<file path="config.mk">
export PLATFORM = sky130hd
export DESIGN_NAME = id_stage
export DESIGN_NICKNAME = d
export VERILOG_FILES = /design/src/rtl/id_stage_pkg.sv /design/src/rtl/id_stage_regfile_2r1w.sv /design/src/rtl/id_stage.sv
export SDC_FILE = /design/constraint.sdc
export NUM_CORES = 2
export LEC_CHECK = 0
export BUFFER_PORTS_ARGS = -buffer_cell sky130_fd_sc_hd__buf_2
export CORE_MARGIN = 2
export CORE_UTILIZATION = 62
export CTS_BUF_LIST = sky130_fd_sc_hd__clkbuf_4 sky130_fd_sc_hd__clkbuf_8 sky130_fd_sc_hd__clkbuf_16
export DETAILED_ROUTE_END_ITERATION = 7
export PLACE_DENSITY_LB_ADDON = 0.3
export SLEW_MARGIN = 20
export SYNTH_ARGS = -nofsm -noshare
export SYNTH_HDL_FRONTEND = slang
export SYNTH_SLANG_ARGS = --single-unit
</file>
<file path="constraint.sdc">
create_clock -name clk -period 6.9 [get_ports clk]
set_input_delay 1.38 -clock clk [delete_from_list [all_inputs] [get_ports clk]]
set_output_delay 1.38 -clock clk [all_outputs]
set_load 0.05 [all_outputs]
</file>
<file path="src/rtl/id_stage_pkg.sv">
// id_stage_pkg: bus widths, RV32I opcodes, ALU op indices and decode helpers.
package id_stage_pkg;
  localparam int IF_TO_ID_BUS_WD = 64;
  localparam int ID_TO_IF_BRBUS_WD = 33;
  localparam int ID_TO_EX_BUS_WD = 152;
  localparam int WS_TO_RF_BUS_WD = 38;
  typedef enum logic [6:0] {
    OPC_LUI    = 7'b0110111,
    OPC_AUIPC  = 7'b0010111,
    OPC_JAL    = 7'b1101111,
    OPC_JALR   = 7'b1100111,
    OPC_BRANCH = 7'b1100011,
    OPC_LOAD   = 7'b0000011,
    OPC_STORE  = 7'b0100011,
    OPC_OPIMM  = 7'b0010011,
    OPC_OP     = 7'b0110011
  } opcode_e;
  localparam int ALU_ADD = 0;
  localparam int ALU_SUB = 1;
  localparam int ALU_SLT = 2;
  localparam int ALU_SLTU = 3;
  localparam int ALU_AND = 4;
  localparam int ALU_OR = 5;
  localparam int ALU_XOR = 6;
  localparam int ALU_SLL = 7;
  localparam int ALU_SRL = 8;
  localparam int ALU_SRA = 9;
  localparam int ALU_LUI = 10;
  typedef struct packed {
    logic [10:0] alu_op;
    logic        src1_is_pc;
    logic        src2_is_imm;
    logic        mem_we;
    logic        mem_re;
    logic [1:0]  mem_size;
    logic        mem_unsigned;
    logic        rf_we;
    logic [4:0]  dest;
    logic [31:0] imm;
    logic [31:0] rs1_val;
    logic [31:0] rs2_val;
    logic [31:0] pc;
  } id_to_ex_t;
  function automatic logic [10:0] alu1h(input int idx);
    return 11'(1) << idx;
  endfunction
  function automatic logic [10:0] op_alu(input logic [2:0] f3, input logic alt);
    case (f3)
      3'b000: return alt ? alu1h(ALU_SUB) : alu1h(ALU_ADD);
      3'b001: return alu1h(ALU_SLL);
      3'b010: return alu1h(ALU_SLT);
      3'b011: return alu1h(ALU_SLTU);
      3'b100: return alu1h(ALU_XOR);
      3'b101: return alt ? alu1h(ALU_SRA) : alu1h(ALU_SRL);
      3'b110: return alu1h(ALU_OR);
      default: return alu1h(ALU_AND);
    endcase
  endfunction
  function automatic logic br_cmp(input logic [2:0] f3, input logic [31:0] a, input logic [31:0] b);
    case (f3)
      3'b000: return a == b;
      3'b001: return a != b;
      3'b100: return $signed(a) < $signed(b);
      3'b101: return $signed(a) >= $signed(b);
      3'b110: return a < b;
      3'b111: return a >= b;
      default: return 1'b0;
    endcase
  endfunction
endpackage

</file>
<file path="src/rtl/id_stage_regfile_2r1w.sv">
// regfile_2r1w: 32x32 register file, two async reads, one sync write, x0 hardwired zero.
module regfile_2r1w (
  input  logic        clk,
  input  logic [4:0]  raddr1,
  output logic [31:0] rdata1,
  input  logic [4:0]  raddr2,
  output logic [31:0] rdata2,
  input  logic        we,
  input  logic [4:0]  waddr,
  input  logic [31:0] wdata
);
  logic [31:0] rf [32];
  always_ff @(posedge clk)
    if (we && waddr != 5'd0) rf[waddr] <= wdata;
  assign rdata1 = raddr1 == 5'd0 ? 32'd0 : rf[raddr1];
  assign rdata2 = raddr2 == 5'd0 ? 32'd0 : rf[raddr2];
endmodule

</file>
<file path="src/rtl/id_stage.sv">
// id_stage: RV32I decode with register read, branch resolution in decode and RAW interlock.
module id_stage
  import id_stage_pkg::*;
#(
  parameter logic [31:0] RESET_PC = 32'h7FFF_FFFC
) (
  input  logic                         clk,
  input  logic                         reset,
  input  logic                         if_to_id_valid,
  input  logic [IF_TO_ID_BUS_WD-1:0]   if_to_id_bus,
  output logic                         id_allowin,
  output logic [ID_TO_IF_BRBUS_WD-1:0] id_to_if_brbus,
  input  logic                         ex_allowin,
  output logic                         id_to_ex_valid,
  output logic [ID_TO_EX_BUS_WD-1:0]   id_to_ex_bus,
  input  logic [WS_TO_RF_BUS_WD-1:0]   ws_to_rf_bus,
  input  logic [4:0]                   es_dest,
  input  logic [4:0]                   ms_dest,
  input  logic [4:0]                   ws_dest
);
  logic        id_valid_q;
  logic [31:0] inst_q, pc_q;
  logic [31:0] rs1_val, rs2_val, imm_i, imm_s, imm_b, imm_u, imm_j, tgt;
  logic [6:0]  opc;
  logic [4:0]  rd, rs1, rs2;
  logic [2:0]  f3;
  logic        rs1_use, rs2_use, taken, hazard, id_ready_go, br_jmp;
  id_to_ex_t   dec;
  assign opc = inst_q[6:0];
  assign rd = inst_q[11:7];
  assign f3 = inst_q[14:12];
  assign rs1 = inst_q[19:15];
  assign rs2 = inst_q[24:20];
  assign imm_i = {{20{inst_q[31]}}, inst_q[31:20]};
  assign imm_s = {{20{inst_q[31]}}, inst_q[31:25], inst_q[11:7]};
  assign imm_b = {{19{inst_q[31]}}, inst_q[31], inst_q[7], inst_q[30:25], inst_q[11:8], 1'b0};
  assign imm_u = {inst_q[31:12], 12'd0};
  assign imm_j = {{11{inst_q[31]}}, inst_q[31], inst_q[19:12], inst_q[20], inst_q[30:21], 1'b0};
  regfile_2r1w u_rf (
    .clk    (clk),
    .raddr1 (rs1),
    .rdata1 (rs1_val),
    .raddr2 (rs2),
    .rdata2 (rs2_val),
    .we     (ws_to_rf_bus[37]),
    .waddr  (ws_to_rf_bus[36:32]),
    .wdata  (ws_to_rf_bus[31:0])
  );
  always_comb begin
    dec = '0;
    dec.alu_op = alu1h(ALU_ADD);
    dec.rs1_val = rs1_val;
    dec.rs2_val = rs2_val;
    dec.pc = pc_q;
    rs1_use = 1'b1;
    rs2_use = 1'b0;
    taken = 1'b0;
    tgt = pc_q + imm_b;
    case (opc)
      OPC_LUI:    begin dec.alu_op = alu1h(ALU_LUI); dec.src2_is_imm = 1'b1; dec.rf_we = 1'b1; dec.imm = imm_u; rs1_use = 1'b0; end
      OPC_AUIPC:  begin dec.src1_is_pc = 1'b1; dec.src2_is_imm = 1'b1; dec.rf_we = 1'b1; dec.imm = imm_u; rs1_use = 1'b0; end
      // Link value is pc + 8 because the delay slot instruction follows the jump.
      OPC_JAL:    begin dec.src1_is_pc = 1'b1; dec.src2_is_imm = 1'b1; dec.rf_we = 1'b1; dec.imm = 32'd8; rs1_use = 1'b0; taken = 1'b1; tgt = pc_q + imm_j; end
      OPC_JALR:   begin dec.src1_is_pc = 1'b1; dec.src2_is_imm = 1'b1; dec.rf_we = 1'b1; dec.imm = 32'd8; taken = 1'b1; tgt = (rs1_val + imm_i) & ~32'd1; end
      OPC_BRANCH: begin dec.imm = imm_b; rs2_use = 1'b1; taken = br_cmp(f3, rs1_val, rs2_val); end
      OPC_LOAD:   begin dec.mem_re = 1'b1; dec.src2_is_imm = 1'b1; dec.rf_we = 1'b1; dec.imm = imm_i; dec.mem_size = f3[1:0]; dec.mem_unsigned = f3[2]; end
      OPC_STORE:  begin dec.mem_we = 1'b1; dec.src2_is_imm = 1'b1; dec.imm = imm_s; dec.mem_size = f3[1:0]; rs2_use = 1'b1; end
      OPC_OPIMM:  begin dec.alu_op = op_alu(f3, inst_q[30] & (f3 == 3'b101)); dec.src2_is_imm = 1'b1; dec.rf_we = 1'b1; dec.imm = imm_i; end
      OPC_OP:     begin dec.alu_op = op_alu(f3, inst_q[30]); dec.rf_we = 1'b1; rs2_use = 1'b1; end
      default:    ;
    endcase
    dec.rf_we = dec.rf_we & (rd != 5'd0);
    dec.dest = dec.rf_we ? rd : 5'd0;
  end
  assign hazard = (rs1_use && rs1 != 5'd0 && (rs1 == es_dest || rs1 == ms_dest || rs1 == ws_dest))
               || (rs2_use && rs2 != 5'd0 && (rs2 == es_dest || rs2 == ms_dest || rs2 == ws_dest));
  assign id_ready_go = !hazard;
  assign id_allowin = !id_valid_q || (id_ready_go && ex_allowin);
  assign id_to_ex_valid = id_valid_q && id_ready_go;
  assign br_jmp = id_valid_q && id_ready_go && taken;
  assign id_to_if_brbus = {br_jmp, br_jmp ? tgt : 32'd0};
  assign id_to_ex_bus = dec;
  always_ff @(posedge clk)
    if (reset) begin
      id_valid_q <= 1'b0;
      inst_q <= 32'd0;
      pc_q <= RESET_PC;
    end else begin
      if (id_allowin) id_valid_q <= if_to_id_valid;
      if (if_to_id_valid && id_allowin) {inst_q, pc_q} <= if_to_id_bus;
    end
endmodule
</file>
Word-level counts from Yosys, hierarchy flattened
Memory sizes are Yosys's and may differ from the RTL's. A register that Yosys moved wholly into a read port is not among the register bits.
Cells that the tools add are included.

word-level totals
  register bits after elaboration = 65
  latch bits = 0
  RAM bits = 1024
  bits in read-only memories = 0
  input port bits = 121
  output and inout port bits = 187
  memories = 1

memories
  memory   words  bits a word  rd ports  clocked after Yosys merged registers in  wr ports  RTL line                     source
  u_rf.rf  32     32           2         2                                        1         id_stage_regfile_2r1w.sv:12  logic [31:0] rf [32];

operators by class
  add/sub/neg operators = 3
  multipliers = 0
  divide/modulo/power cells = 0
  $lt $le $gt $ge = 4
  equal/unequal tests = 24
  shift-type cells = 0
  muxes and demuxes = 30
  bitwise logic cells = 2
  reductions and logical operators = 33

operator list
  operator                                                                number
  32-bit case mux with 5 select lines                                     1
  10-bit case mux with 7 select lines                                     2
  32-bit adder                                                            3
  32-bit two-way mux                                                      3
  32-bit >= comparator                                                    2
  32-bit < comparator                                                     2
  32-bit case mux with 2 select lines                                     1
  11-bit case mux with 3 select lines                                     1
  32-bit equality test                                                    1
  32-bit inequality test                                                  1
  5-bit equality test                                                     6
  5-bit two-way mux                                                       5
  7-bit by 6-bit equality test with 1-bit output (second input constant)  3
  7-bit equality test (second input constant)                             3
  10-bit two-way mux                                                      2
  5-bit nonzero test                                                      4
  7-bit by 5-bit equality test with 1-bit output (second input constant)  2
  7-bit OR reduction                                                      2
  3-bit equality test (second input constant)                             4
  5-bit zero test                                                         2
  1-bit two-way mux                                                       10
  1-bit logical AND                                                       9
  3-bit OR reduction                                                      3
  2-bit OR reduction                                                      4
  10 further kinds                                                        20

Depth between registers and ports, before layout
  word-level depth = 12
  depth in mapped cells = 23
  mapped depth without buffers = 18

Cells and area by module
From an unflattened synthesis, not the netlist that was laid out.

unflattened totals
  cells, all modules = 3676
  area total of the unflattened synthesis = 55932.4 sq um

by module, submodules not included
  module        instances  cells an instance  area each (sq um)  sequential area each (sq um)
  regfile_2r1w  1          2564               47929.7            30749.5
  id_stage      1          1112               8002.7             1301.2

Worst setup path after synthesis
No wires, ideal clock.

  kind = reg-to-output
  start = register (tool-made name)
  end = output id_to_if_brbus[18]
  arrival time = 6.392 ns
  data required time = 5.520 ns
  slack = -0.872 ns
  stages on the path, launching flop included = 23
  buffers on the path = 6
  cells stage by stage = dfxtp_1 -> buf_6 -> buf_6 -> buf_2 -> clkbuf_1 -> buf_1 -> mux4_2 -> mux4_2 -> mux2i_1 -> nor2_1 -> ha_1 -> a21o_1 -> a21o_1 -> a211o_1 -> o211ai_1 -> nand2_1 -> o22ai_1 -> o21a_1 -> o22a_1 -> o2111ai_1 -> a211o_1 -> clkbuf_1 -> a211oi_1

RTL lines
  element        RTL line        source
  end, declared  id_stage.sv:12  output logic [ID_TO_IF_BRBUS_WD-1:0] id_to_if_brbus,

==> results.tsv <==
metric	value	unit
Initial Util	0.6244	
Routed Antenna Nets	0	
most frequent cell after synthesis	edfxtp_1	
largest net degree at the start of global routing	68	
setup ws final	-0.5084	ns
Mapped Area	55100	µm²
Synth Instances	3153	
Unique masters post-synth	74	
grt ovf	0	
Post-synth top flop	edfxtp_1	
Yosys top cell area share	0.5581	
die area	91270	µm²
first-pass GRT wire length	264800	µm
CP dominant cell by count	buf_12	
CP required	5.52	ns
I/O Buffers	307	
Hold Buf Count CTS	0	
Sw Pwr	4.642	mW
# setup viols final	33	
H-tree depth	3	
nets	3816	
LEAKAGE	21.98	nW
Clock Skews	0.01342	ns
routability cong.	0.9416	
EDFF count, synth	1024	
final wirelength	190100	µm
worst slew pin tran	1.129	ns
antenna violations before repair	12	
Fillers	5060	
Max IR drop VDD	270.2	µV
Final Cycle Share	1.074	
worst min-delay path class	reg2reg	
count of state elements after synthesis	1099	
hpwl dp	111700	µm
CP endpoint kind	output port	
asr flop ratio synth	0	
routed wire length per instance	39.04	µm
DP Worst Slack	-0.2001	ns
clock share of power	0.370	
CP Class	reg2out	
WP buf/inv	7	
CP cell instances	buf_12, buf_12, buf_16, mux4_2, mux4_2, mux2i_1, nor2_1, ha_1, nand4_1, nor4_4, o21a_1, o22ai_2, buf_4, o21ai_2, o31a_1, o2111ai_2, a211o_4, buf_12, buf_12, a21oi_2, buf_6	
failing checks	negative setup slack	
Internal	12.02	mW
clock sinks	1099	
CP Max Fanout	6	
CTS max path bufs	3	
post-DR vias/cell	7.614	
I/O pin cnt	308	
combinational share of power	0.178	
die width	302.1	µm
Yosys warnings	0	
register area share after synthesis	0.5853	
biggest cell delay along the critical path	0.54	ns
RSZ-0062 raised after global routing	true	
Fin. Hold Viols	0	
Worst path slowest cell	mux4_2	
Max Cap Viol	0	
sequential fraction of design power	0.452	
Worst path top cell family by delay	compound AO/OA/AOI/OAI gates	
Yosys top cell by area	edfxtp_1	
CTS tree	built	
Startpoint Class	register	
share of cells above drive strength 1	0.4044	
CP arrival	6.03	ns
top cells by area, synth	edfxtp_1, mux4_2, dfxtp_1, ha_1, nand2_1	
Post-synth top cells	edfxtp_1, mux4_2, nand2_1, clkbuf_1, nor2_1	
switch share	0.2785	
via count	37070	
min Tclk post-route	7.408	ns
overall routing resource usage	0.4195	
Rel. slew slack	0.2455	
Fmax achieved	135.0	MHz
Clock Latency Late Sink	0.70	ns
initial drt markers	5622	
vias in the first global route	36990	
Area Growth Syn to Fin	17.39	%
DR pass1 iterations	5	
Clock transition at path regs	0.06	ns
WHS	0.4695	ns
fin. max-slew vios	0	
Root Driver	clkbuf_16	
Placed Instances	4603	
PwrDens	257.7	nW/µm²
DRC Markers	0	
Num CTS Buffers	110	
core area	88240	µm²
Die Y-Extent	302.1	µm
status	complete, but fails checks	
syn_area_per_cell	17.47	µm²
Non-Filler Instances	4868	
num rows	109	
[metrics by stage]
step	TNS (ns)	power (mW)	utilization	area (µm²)
detailed placement	-2.712	10.35	0.6745	59520
finish	-13.74	16.67	0.7330	64680
global placement	-1.357	10.29	0.6742	59490
CTS	-7.060	16.50	0.7279	64230
floorplan	-0.3463	9.350	-	55370
global route	-16.82	17.01	0.7330	64670
[cell families (layout without fill, tap and decap cells)]
| logic type | after synthesis | in the layout | synth area share |
|---|---|---|---|
| mux | 681 | 681 | 0.2679 |
| flops | 1099 | 1099 | 0.5853 |
| compound gates | 362 | 362 | 0.04474 |
| fa+ha+maj | 94 | 94 | 0.02162 |
| xor+xnor | 82 | 82 | 0.01303 |
| simple gates | 552 | 552 | 0.04714 |
| other cells | 1 | 41 | 0.00006806 |
| buf+inv | 282 | 792 | 0.02019 |
[power by group through the flow]
stage | registers (mW) | logic [mW] | clock network [mW]
after global placement | 7.65 | 2.64 | 0
after global routing | 7.53 | 3.08 | 6.40
final | 7.53 | 2.96 | 6.17
after detailed placement | 7.66 | 2.69 | 0
after floorplan | 7.64 | 1.71 | 0
after CTS | 7.52 | 2.83 | 6.14
[placed cells by master, fill, tap and decap left out, types with 13 or more instances in the layout]
cell       count
clkbuf_4      18
o21a_1        13
xor2_1        37
mux4_2       634
buf_2        273
nand3b_1      35
dfxtp_1       62
mux2i_1       29
o21bai_1      13
nor2_2        13
a21o_1        92
ha_1          90
buf_4        157
edfxtp_1    1024
buf_12        38
nand2_1      213
nand4_1       17
clkinv_2      21
a21oi_1      113
nor2_4        36
nor2_1        82
conb_1        32
nand2b_1      47
clkbuf_16    114
nand3_1       17
o21ai_0       27
buf_6         34
nor3_1        18
inv_1         56
nor2b_1       22
xnor2_1       45
clkinv_1      25
[state kept, by name, indices dropped and copies added, names as in the netlist, named ones only]
signal	flops
u_rf.rf	1024
id_valid_q	1
inst_q	32
pc_q	32
[layout make-up]
type / instances / area (µm²) / share of cell area
Sequential cell: 1099 / 32290 / 0.4992
Timing Repair Buffer: 531 / 4432 / 0.06852
Tap cell: 1165 / 1458 / 0.02254
Clock inverter: 76 / 749.5 / 0.01159
Multi-Input combinational cell: 1803 / 22610 / 0.3496
Clock buffer: 129 / 2913 / 0.04503
Inverter: 56 / 210.2 / 0.003250
Antenna cell: 9 / 22.52 / 0.0003482
[tightest hold or removal path, cell delays in order, from the launching register on]
cell     delay, ns
dfxtp_1       0.31
nand2_1       0.05
a21oi_1       0.06
[path summary, 6_finish.rpt]
check,start,endpoint,slack [ns],cells after the start
max,register,id_to_if_brbus[21],-0.51,21
min,inst_q[1]$_SDFFE_PP0P_,inst_q[1]$_SDFFE_PP0P_,0.47,2
max reg2reg,inst_q[21]$_SDFFE_PP0P_,pc_q[2]$_SDFFE_PP1P_,3.00,10
min reg2reg,inst_q[1]$_SDFFE_PP0P_,inst_q[1]$_SDFFE_PP0P_,0.47,2
[what timing repair did]
action | in CTS | in global routing
gates resized for setup | 129 | 50
pin swaps | 10 | 15
setup endpoints to repair | 33 | 33
cloned | 12 | 3
setup buffers | 21 | 16
[per-layer routing]
layer | GRT usage | share of wire | vias to the layer above
li1 | - | - | 13940
met1 | 0.5216 | 0.32 | 18710
met2 | 0.6522 | 0.46 | 3609
met3 | 0.1324 | 0.14 | 793
met4 | 0.2547 | 0.074 | 10
met5 | 0 | 0.00036 | -
No activity file was read; power rests on OpenSTA's default activity.
